## src/rtl/sevenseg_scan_driver.sv

```systemverilog
// Multiplexed seven-segment driver: double-buffered digit snapshot, per-slot guard blank,
// leading-zero suppression and registered segment/anode outputs of selectable polarity.
module sevenseg_scan_driver #(
  parameter int NUM_DIGITS  = 4,
  parameter int REFRESH_DIV = 100000,
  parameter int GUARD       = 16,
  parameter bit ACTIVE_LOW  = 1'b1
) (
  input  logic                    i_clk,
  input  logic                    i_rst,
  input  logic [4*NUM_DIGITS-1:0] i_digits,
  input  logic [NUM_DIGITS-1:0]   i_dp,
  input  logic                    i_load,
  input  logic                    i_blank_en,
  output logic [6:0]              o_seg,
  output logic                    o_dp,
  output logic [NUM_DIGITS-1:0]   o_an,
  output logic                    o_frame
);

  localparam int PRESC_W = (REFRESH_DIV > 1) ? $clog2(REFRESH_DIV) : 1;
  localparam int IDX_W   = (NUM_DIGITS > 1) ? $clog2(NUM_DIGITS) : 1;

  localparam logic [PRESC_W-1:0] PRESC_LAST = PRESC_W'(REFRESH_DIV - 1);
  localparam logic [PRESC_W-1:0] GUARD_END  = PRESC_W'(GUARD);
  localparam logic [IDX_W-1:0]   IDX_LAST   = IDX_W'(NUM_DIGITS - 1);

  // Inactive pin level; XOR with it turns an active-high pattern into pin polarity.
  localparam logic POL = ACTIVE_LOW;

  function automatic logic [6:0] decode(input logic [3:0] v);
    logic [6:0] s;
    unique case (v)
      4'h0: s = 7'b0111111;
      4'h1: s = 7'b0000110;
      4'h2: s = 7'b1011011;
      4'h3: s = 7'b1001111;
      4'h4: s = 7'b1100110;
      4'h5: s = 7'b1101101;
      4'h6: s = 7'b1111101;
      4'h7: s = 7'b0000111;
      4'h8: s = 7'b1111111;
      4'h9: s = 7'b1101111;
      4'hA: s = 7'b1110111;
      4'hB: s = 7'b1111100;
      4'hC: s = 7'b0111001;
      4'hD: s = 7'b1011110;
      4'hE: s = 7'b1111001;
      default: s = 7'b1110001;
    endcase
    return s;
  endfunction

  logic [PRESC_W-1:0]      r_presc;
  logic [IDX_W-1:0]        r_index;
  logic                    r_tick_d;
  logic [4*NUM_DIGITS-1:0] r_pend_digits;
  logic [NUM_DIGITS-1:0]   r_pend_dp;
  logic                    r_pend_valid;
  logic [4*NUM_DIGITS-1:0] r_shadow_digits;
  logic [NUM_DIGITS-1:0]   r_shadow_dp;
  logic [6:0]              r_seg;
  logic                    r_dp;
  logic [NUM_DIGITS-1:0]   r_an;
  logic                    r_frame;

  logic                    w_slot_end;
  logic                    w_tick;
  logic [NUM_DIGITS-1:0]   w_blank;
  logic                    w_zero_run;
  logic [3:0]              w_digit;
  logic                    w_drive;
  logic [NUM_DIGITS-1:0]   w_an_onehot;

  assign w_slot_end = (r_presc == PRESC_LAST);
  assign w_tick     = w_slot_end && (r_index == IDX_LAST);

  // A digit is suppressed while it and every more significant digit are zero with no dp.
  // NOTE: every signal written in always_comb gets a default first, so no path can infer a latch.
  always_comb begin
    w_blank    = '0;
    w_zero_run = i_blank_en;
    for (int k = NUM_DIGITS - 1; k >= 1; k--) begin
      w_zero_run = w_zero_run && (r_shadow_digits[4*k +: 4] == 4'd0) && !r_shadow_dp[k];
      w_blank[k] = w_zero_run;
    end
  end

  always_comb begin
    w_digit     = r_shadow_digits[{r_index, 2'b00} +: 4];
    w_drive     = (r_presc >= GUARD_END) && !w_blank[r_index];
    w_an_onehot = NUM_DIGITS'(1) << r_index;
  end

  // NOTE: all state here is non-blocking so every register samples pre-edge values.
  always_ff @(posedge i_clk) begin
    if (i_rst) begin
      r_presc         <= '0;
      r_index         <= '0;
      r_tick_d        <= 1'b0;
      r_pend_digits   <= '0;
      r_pend_dp       <= '0;
      r_pend_valid    <= 1'b0;
      r_shadow_digits <= '0;
      r_shadow_dp     <= '0;
      r_seg           <= {7{POL}};
      r_dp            <= POL;
      r_an            <= {NUM_DIGITS{POL}};
      r_frame         <= 1'b0;
    end else begin
      if (w_slot_end) begin
        r_presc <= '0;
        r_index <= (r_index == IDX_LAST) ? '0 : r_index + IDX_W'(1);
      end else begin
        r_presc <= r_presc + PRESC_W'(1);
      end

      // Delayed so the pulse lines up with the first pin cycle of digit 0.
      r_tick_d <= w_tick;
      r_frame  <= r_tick_d;

      if (w_tick) begin
        if (i_load) begin
          r_shadow_digits <= i_digits;
          r_shadow_dp     <= i_dp;
        end else if (r_pend_valid) begin
          r_shadow_digits <= r_pend_digits;
          r_shadow_dp     <= r_pend_dp;
        end
        r_pend_valid <= 1'b0;
      end else if (i_load) begin
        r_pend_digits <= i_digits;
        r_pend_dp     <= i_dp;
        r_pend_valid  <= 1'b1;
      end

      if (w_drive) begin
        r_seg <= decode(w_digit) ^ {7{POL}};
        r_dp  <= r_shadow_dp[r_index] ^ POL;
        r_an  <= w_an_onehot ^ {NUM_DIGITS{POL}};
      end else begin
        r_seg <= {7{POL}};
        r_dp  <= POL;
        r_an  <= {NUM_DIGITS{POL}};
      end
    end
  end

  assign o_seg   = r_seg;
  assign o_dp    = r_dp;
  assign o_an    = r_an;
  assign o_frame = r_frame;

endmodule
```

## config.mk

```make
export PLATFORM = sky130hd
export DESIGN_NAME = sevenseg_scan_driver
export DESIGN_NICKNAME = d
export VERILOG_FILES = /design/src/rtl/sevenseg_scan_driver.sv
export SDC_FILE = /design/constraint.sdc
export NUM_CORES = 1
export LEC_CHECK = 0
export ABC_AREA = 1
export BUFFER_PORTS_ARGS = -buffer_cell sky130_fd_sc_hd__buf_2
export CORE_MARGIN = 5
export CORE_UTILIZATION = 50
export DETAILED_ROUTE_END_ITERATION = 7
export PLACE_DENSITY_LB_ADDON = 0.2
export REMOVE_ABC_BUFFERS = 1
export SYNTH_ARGS = -nofsm -noshare
export SYNTH_HDL_FRONTEND = slang
export SYNTH_SLANG_ARGS = --single-unit
```

## constraint.sdc

```tcl
create_clock -name i_clk -period 2.01 [get_ports i_clk]
set_input_delay 0.3015 -clock i_clk [delete_from_list [all_inputs] [get_ports i_clk]]
set_output_delay 0.3015 -clock i_clk [all_outputs]
set_load 0.01 [all_outputs]
```

After elaboration in Yosys (flattened, before gate mapping) --
Memories as Yosys holds them, arrays and structs flattened. Cells that the tools add are included.
Operators by class: multiplexer cells 11, shifts and indexed selects 2, bitwise operators 5, order comparisons 2, $add $sub $neg 2, multiply operators 0, reduce and logical (&&, ||, !) cells 21, equal/unequal tests 2, div/mod/pow operators 0
Operators with widths (number):
- $mux 16 | 2
- $add 17x1->17 const B | 1
- $eq 17x17->1 const B | 1
- $ge 17x5->1 const B | 1
- $shiftx 16x5->4 | 1
- $mux 7 | 2
- $logic_not 4->1 | 3
- $logic_and 1x1->1 | 8
- $mux 4 | 2
- $not 7->7 | 1
- $reduce_or 2->1 | 3
- $bmux 1 s2 | 2
- $logic_not 1->1 | 4
- $not 4->4 | 1
- $reduce_and 2->1 | 2
- $shl 1x2->4 const A | 1
- $lt 2x3->1 const B | 1
- $not 1->1 | 3
- $add 2x1->2 const B | 1
- $eq 2x2->1 const B | 1
- $mux 1 | 2
- $mux 2 | 1
- $reduce_bool 2->1 | 1
Storage, ports and cells: bits in latches 0, ROM bits 112, memory bits (writable) 0, flip-flop bits (word level) 74, memories kept 1, word-level logic and storage cells 58, output and inout port bits 13
Memories:
- (no name shown) | words 16, bits a word 7, rd ports 1, clocked after memory_dff 0, wr ports 0, line 33 | unique case (v)

Depth between registers and ports, before layout --
Gate-level depths: netlist of run 1.
word-level depth 14, gate-level depth with buffers 12

Least setup slack after synthesis of run 1 --
No wires, ideal clock.
path type flip-flop to flip-flop, start point register r_index[0], end point register r_seg[2] (netlist: o_seg[2]), library setup time 0.119 ns, slack 0.368 ns, data arrival time 1.523 ns, cell stages (with the launch flop) 13, period minus slack after synthesis 1.642 ns, cells stage by stage dfxtp_1 buf_2 buf_2 nand2_1 o21ai_0 nand2_1 nand2_1 inv_1 ha_1 nand2_1 o21ai_0 o21ai_0 nand2_1
On the way: word-level cells in the longest chain between the ends 6, elaborated cells between the ends (all ways) 11, those cells by class 1 x shift; 4 x mux; 2 x bitwise; 3 x reduce/logical; 1 x memory
Ends and longest elaborated chain:
- start: declaration | line 55 | logic [IDX_W-1:0] r_index;
- start signal: assignment | line 113 | r_index <= (r_index == IDX_LAST) ? '0 : r_index + IDX_W'(1);
- parallel branches: the longest is 6 deep, another holds $mem_v2 16x7
- end signal: assignment | line 106 | r_seg <= {7{POL}};
- end signal: assignment | line 138 | r_seg <= decode(w_digit) ^ {7{POL}};
- end signal: assignment | line 142 | r_seg <= {7{POL}};
- end: declaration | line 62 | logic [6:0] r_seg;
Several ways; the timed one is not identified. The select of a mux whose other input is x is not followed. A chain may end at the register's enable or synchronous reset.

Final worst setup path of run 1 --
start point register r_presc[0], end point register r_pend_digits[12]
On the way: word-level cells in the longest chain between the ends 4
Ends and longest elaborated chain:
- start: declaration | line 54 | logic [PRESC_W-1:0] r_presc;
- start signal: assignment | line 115 | r_presc <= r_presc + PRESC_W'(1);
- $eq 17x17->1 | line 75 | assign w_slot_end = (r_presc == PRESC_LAST);
- $logic_and 1x1->1 | line 76 | assign w_tick = w_slot_end && (r_index == IDX_LAST);
- $not 1->1 (no source line)
- $reduce_and 2->1 (no source line)
- end signal: assignment | line 132 | r_pend_digits <= i_digits;
- end: declaration | line 57 | logic [4*NUM_DIGITS-1:0] r_pend_digits;
Every way passes these cells.

==> results of run 1 <==
## registers in the layout, indices dropped and copies added (netlist names)
name,flops
r_shadow_digits,16
r_pend_dp,4
r_presc,17
o_seg,7
r_shadow_dp,4
r_index,2
o_frame,1
r_tick_d,1
r_pend_valid,1
o_dp,1
o_an,4
r_pend_digits,16
## report_power, final
| part | total (mW) | internal [mW] | switching [mW] |
|---|---|---|---|
| Sequential | 1.52 | 1.50 | 0.0184 |
| Clock | 1.00 | 0.470 | 0.531 |
| Combinational | 0.194 | 0.0836 | 0.111 |
## stage by stage
| step | power, mW | instances | utilization |
|---|---|---|---|
| after floorplan | 1.66 | 509 | - |
| after global placement | 1.74 | 654 | 0.551 |
| after detailed placement | 1.75 | 654 | 0.551 |
| after CTS | 2.76 | 670 | 0.574 |
| after global routing | 2.86 | 670 | 0.574 |
| final | 2.71 | 670 | 0.574 |
## routing by layer
metal  GRT usage  vias up  share of wire
met5           0        -              0
met4      0.0736        0          0.017
met1       0.218     1499           0.48
li1            -     1778              -
met2       0.305       51           0.47
met3      0.0442       11          0.039
## area by class of cell
| cell class | instances | area [um2] |
|---|---|---|
| inverters | 50 | 188 |
| clock buffers | 10 | 138 |
| repair buffers | 46 | 268 |
| flip-flops and latches | 74 | 1480 |
| clock inverters | 6 | 32.5 |
| fillers | 725 | 3090 |
| multi-input cells | 385 | 1930 |
| well taps | 99 | 124 |
## kinds of logic (layout without fill, tap and decap cells)
| family | Yosys count | in the layout | share of synthesized area |
|---|---|---|---|
| fa+ha+maj | 11 | 11 | 0.0368 |
| mux | 20 | 20 | 0.0536 |
| xor+xnor | 6 | 6 | 0.0141 |
| simple gates | 304 | 304 | 0.354 |
| buf+inv | 77 | 112 | 0.0864 |
| flops | 74 | 74 | 0.396 |
| compound gates | 44 | 44 | 0.0593 |
## synthesized netlist by cell type, drive strengths merged
cell type  instances
or2                3
nand3             47
nand2            114
xor2               5
dfxtp             74
clkbuf             8
inv               50
o21ai             13
nor3b              3
mux2i             20
buf               19
a31oi              1
nor3              11
xnor2              1
ha                11
nor2             101
a21oi             30
nand4             25
## final timing paths
path | startpoint | endpoint | slack [ns] | cells past startpoint
worst min-delay path | i_rst | o_frame | 0.15 | 2
worst max register to register | r_presc[0] | r_pend_digits[12] | 0.28 | 7
worst max-delay path | r_presc[0] | r_pend_digits[12] | 0.28 | 7
worst min register to register | r_tick_d | o_frame | 0.40 | 2
## critical path: stages, from the launching register on
cell	delay (ns)
dfxtp_1	0.39
ha_1	0.21
nand3_1	0.16
nor2_1	0.20
nand4_2	0.14
buf_4	0.28
a21oi_1	0.18
nor2_1	0.06
==> summary.md, run 1 <==
| Metric | Value |
|---|---|
| Status | finished, final reports clean |
| Largest area contributor in the netlist | dfxtp_1 |
| Setup WS post-layout | 0.276 ns |
| Dpl ws | 0.276 ns |
| Ranking of synthesized cells by area | dfxtp_1, nand2_1, nor2_1 |
| Die X | 96.5 um |
| Least-Margin Pin Slew | 0.623 ns |
| Synth Cell Area | 0.00374 mm2 |
| Gpl congestion | around 0.86 |
| Initial Util | 0.515 |
| Clock Skew | 0.00493 ns |
| All-Layer GR Usage | 0.180 |
| Num CTS Buffers | 9 |
| Worst-path clk slew | roughly 0.07 ns |
| Worst path required time | ~2.3 ns |
| Final #Nets | 601 |
| Hold_buf cts | 0 |
| Largest fanout on the critical path | 41 |
| Final hold vios | 0 |
| TritonRoute pass-1 iters | 4 |
| Die area | about 0.0093 mm2 |
| Most used cells in the layout excluding fill and tap cells | nand2_1, nor2_1, dfxtp_1, nand3_1, inv_1 |
| Rel. slew slack | 0.584 |
| Max Transition Viols Final | 0 |
| I/O pin count | 37 |
| Critical Path Source Type | flop |
| Hold crit path type | primary input to flop |
| Post-Synthesis Cells | ~540 |
| Share of the synthesized area in the top cell type | 0.396 |
| CP Capture Type | flop |
| Detail Placement HPWL | 5490 um |
| CTS tree | yes |
| Max_cap viols | 0 |
| Minimum clock period | 1.73 ns |
| Final antenna-violating net count | 0 |
| DRC violations left | 0 |
| Initial antenna violation count | 0 |
| Drt first-iter violations | 128 |
| Min Hold Slack | 0.147 ns |
| Unique cell type count in the Yosys netlist | 27 |
| Wire per inst | between 10 and 15 um |
| N_diodes | 0 |
| Post-route cell area | 0.00416 mm2 |
| Final wirelength | 7690 um |
| Area Overhead vs Synth | 11.4% |
| Core area | 0.00725 mm2 |
| Commonest non-fill, non-tap cell in the layout | nand2_1 |
| First-pass GRT wire length | 13,200 um |
| Vias | 3,339 |
| H-tree Lvls | 3 |
| Period Utilization, post-route | 0.863 |
| Worst VDD drop | about 0.50 mV |
| CP arrival | 1.97 ns |
| Post-DR vias/cell | roughly 5.0 |
| Vias in the first global route | around 3,000 |
| Share of layout cells above drive strength 1 | 0.135 |
| Final Setup Violations | 0 |
| Critical path class | flop to flop |
| Pleak | around 1.8 nW |
| CTS resizes | 0 |
| Mean post-synth cell area | roughly 7.0 um2 |
| DP Area | 0.00399 mm2 |
| Pwr/cell area | 652 mW/mm2 |
| Worst-case clock buffer depth | 2 |
| Gr ovfl total | 0 |
| CTS sink count | 74 |
| FMAX | 577 MHz |
| Clk root buf | clkbuf_8 |
| Port Buffers | 36 |
| Setup tns final | 0 ns |
| Die Y | roughly 96 um |
| Register area share after synthesis | 0.396 |
| Worst skew pair latency | 0.34 ns |
| Number of setup buffers added after CTS | 0 |
| #FFs+latches synth | 74 |
| Largest net degree at the start of global routing | 42 |
| RSZ-0062 raised after global routing | false |
| Rows | 31 |
| YS warnings | 0 |
Power figures use the tool's default switching activity.
==> inputs of run 2 (changes only) <==
Settings changed: CORE_ASPECT_RATIO set to 0.8.
==> run 2 against run 1 <==
Cell count fell by 1.2%. Non-clock buffer count up 1. Register-to-register slack worse by 0.03 ns. Via count grew 1.9%. Clock-buffer cell count grew 1. Largest cell class unchanged. Wire length up 5.2%. Sequential cell count is the same. Hold slack better by 0.0085 ns. First-iteration DRC count is 66% higher. Global-route usage up 0.72 points. Largest power group unchanged.
==> summary.md, run 2 (synthesized netlist as in run 1, its figures left out) <==
| Metric | Value |
|---|---|
| Status | finished, final reports clean (unchanged) |
| First-pass GRT wire length | 14,300 um (was 13,200 um) |
| Detail Placement HPWL | 5720 um (was 5490 um) |
| Crit path largest cell delay | 0.42 ns (was 0.39 ns) |
| Pleak | 1.84 nW (was 1.82 nW) |
| Pwr/cell area | 708 mW/mm2 (was 652 mW/mm2) |
| Worst reg-to-reg setup slack | 0.24 ns (was 0.28 ns) |
| Clock share of power | 0.425 (was 0.369) |
| Gr ovfl total | 0 (unchanged) |
| Rows | 28 (was 31) |
| Storage cell area | 0.00148 mm2 (unchanged) |
| Worst skew pair latency | 0.34 ns (about the same) |
| RSZ-0062 raised after global routing | false (unchanged) |
| Wire per inst | 12.2 um (was 11.5 um) |
| Minimum clock period | 1.77 ns (was 1.73 ns) |
| Final antenna-violating net count | 0 (unchanged) |
| Largest regs | r_presc: 17 flops, r_pend_digits: 16 flops, r_shadow_digits: 16 flops (unchanged) |
| Max_cap viols | 0 (unchanged) |
| Cell Count Post-Placement | 646 (was 654) |
| Switching Share | 0.225 (was 0.243) |
| Multi-input logic area | 0.00193 mm2 (unchanged) |
| Core area | 0.00736 mm2 (was 0.00725 mm2) |
| Fin cells | 662 (was 670) |
| Hold Startpoint | i_rst (unchanged) |
| Drt first-iter violations | 213 (was 128) |
| Final hold vios | 0 (unchanged) |
| Post-DR vias/cell | 5.14 (was 4.98) |
| Dpl ws | 0.248 ns (was 0.276 ns) |
| CTS sink count | 74 (unchanged) |
| Final #Nets | 602 (was 601) |
| Clk root buf | clkbuf_8 (unchanged) |
| Die area | 0.00931 mm2 (was 0.00930 mm2) |
| Crit-path cells | buf_6, nand2_1, o21ai_0, nand2_1, nand2_1, inv_1, ha_1, nand2_1, o21ai_0, o21ai_0, nand2_1 (was ha_1, nand3_1, nor2_1, nand4_2, buf_4, a21oi_1, nor2_1) |
| All-Layer GR Usage | 0.187 (was 0.180) |
| Initial antenna violation count | 0 (unchanged) |
| Die X | 107 um (was 96.5 um) |
| DRC violations left | 0 (unchanged) |
| Die Y | 87.3 um (was 96.5 um) |
| Critical path's slowest cell | dfxtp_1 (unchanged) |
| CP arrival | 1.98 ns (was 1.97 ns) |
| Vias in the first global route | 3,163 (was 3,048) |
| R2R Path End | o_seg[2] (was r_pend_digits[12]) |
| I/O pin count | 37 (unchanged) |
| Max reg flops | 17 (unchanged) |
| Reg2Reg Depth | 11 (was 7) |
| Final Setup Violations | 0 (unchanged) |
| Num CTS Buffers | 9 (unchanged) |
| Hold crit path type | primary input to flop (unchanged) |
| Port Buffers | 36 (unchanged) |
| Period Utilization, post-route | 0.879 (was 0.863) |
| Reg power frac | 0.507 (was 0.559) |
| Largest fanout on the critical path | 16 (was 41) |
| Max Transition Viols Final | 0 (unchanged) |
| Rel. slew slack | 0.485 (was 0.584) |
| Hold_buf cts | 0 (unchanged) |
| Critical Path Source Type | flop (unchanged) |
| N_diodes | 0 (unchanged) |
| H-tree Lvls | 3 (unchanged) |
| CTS tree | yes (unchanged) |
| Hold path endpoint | o_frame (unchanged) |
| Setup tns final | 0 ns (unchanged) |
| TritonRoute pass-1 iters | 5 (was 4) |
| Fillers | 710 (was 725) |
| Worst-case clock buffer depth | 2 (unchanged) |
| Worst r2r src | r_index[0] (was r_presc[0]) |
| Logic pwr share | 0.068 (was 0.072) |
| Gpl congestion | 0.859 (was 0.861) |
| Initial Util | 0.508 (was 0.515) |
| Setup WS post-layout | 0.242 ns (was 0.276 ns) |
| Register with the most flip-flops | r_presc (unchanged) |
| Final wirelength | 8090 um (was 7690 um) |
| Hold Crit Depth | 2 (unchanged) |
| Critical path class | flop to flop (unchanged) |
| Largest net degree at the start of global routing | 44 (was 42) |
| Worst-path clk slew | 0.08 ns (was 0.07 ns) |
| Most used cells in the layout excluding fill and tap cells | nand2_1, nor2_1, dfxtp_1, nand3_1, inv_1 (unchanged) |
| Worst VDD drop | 0.383 mV (was 0.500 mV) |
| Vias | 3,401 (was 3,339) |
| FMAX | 566 MHz (was 577 MHz) |
| Least-Margin Pin Slew | 0.770 ns (was 0.623 ns) |
| Commonest non-fill, non-tap cell in the layout | nand2_1 (unchanged) |
| P_sw | 0.674 mW (was 0.660 mW) |
| CP Capture Type | flop (unchanged) |
| Share of layout cells above drive strength 1 | 0.135 (about the same) |
| Worst path required time | 2.22 ns (was 2.25 ns) |
| Area Overhead vs Synth | 13.1% (was 11.4%) |
| Most used cell, CP | nand2_1 (was nor2_1) |
| Clock Skew | 0.00739 ns (was 0.00493 ns) |
| Internal power | 2.32 mW (was 2.05 mW) |
## run 2: cell count changes in the layout (fill, tap and decap cells not counted), sizes merged
cell | before | now
clkbuf | 10 | 11
bufinv | 0 | 2
buf | 46 | 47
clkinv | 5 | 2
## run 2: worst max-delay path by stage
stage,start,endpoint,cells after the start
finish,r_index[0],o_seg[2],11
global route,r_index[0],o_seg[2],11
CTS,r_index[0],o_seg[2],11
detailed placement,r_index[0],o_seg[2],11
global placement,r_index[0],o_seg[3],10
floorplan,r_index[0],r_shadow_digits[0],5
## run 2: critical path, delay by kind of cell, from the launching register on
family | cells | cell delay, ns
buffers and inverters | 2 | 0.32
AOI/OAI and AO/OA | 3 | 0.23
adders and majority gates | 1 | 0.22
and+or+nand+nor | 5 | 0.44
DFF | 1 | 0.42
## run 2: power by group through the flow
stage | clock network (mW) | registers (mW) | logic (mW)
CTS | 1.29 | 1.52 | 0.206
floorplan | 0 | 1.55 | 0.118
global placement | 0 | 1.55 | 0.197
finish | 1.27 | 1.52 | 0.203
detailed placement | 0 | 1.55 | 0.205
global route | 1.37 | 1.52 | 0.230
## run 2: layout make-up
cell class                      count  share of cell area
Timing Repair Buffer               47              0.0690
Clock inverter                      5              0.0184
Sequential cell                    74               0.351
Inverter                           50              0.0444
Tap cell                           90              0.0267
Multi-Input combinational cell    385               0.458
Clock buffer                       11              0.0335
## run 2: stage by stage
step                hold WS, ns  cell area (um2)  utilization  power [mW]
floorplan                 0.373             3600            -        1.66
global placement          0.393             4000        0.544        1.75
detailed placement        0.400             4000        0.544        1.76
CTS                       0.143             4220        0.574        3.02
global route              0.160             4230        0.574        3.12
finish                    0.156             4230        0.574        2.99
## run 2: what timing repair did
action | 4_1_cts | 5_1_grt
setup buffers | 0 | 0
gates resized for setup | 0 | 1
endpoints found under the setup margin | 0 | 1
## run 2: per-layer routing
metal | track usage | vias up | wire (um)
met4 | 0.0465 | 0 | 102
met1 | 0.253 | 1522 | 4010
met5 | 0 | - | 0
li1 | - | 1784 | -
met3 | 0.0519 | 11 | 462
met2 | 0.299 | 84 | 3520
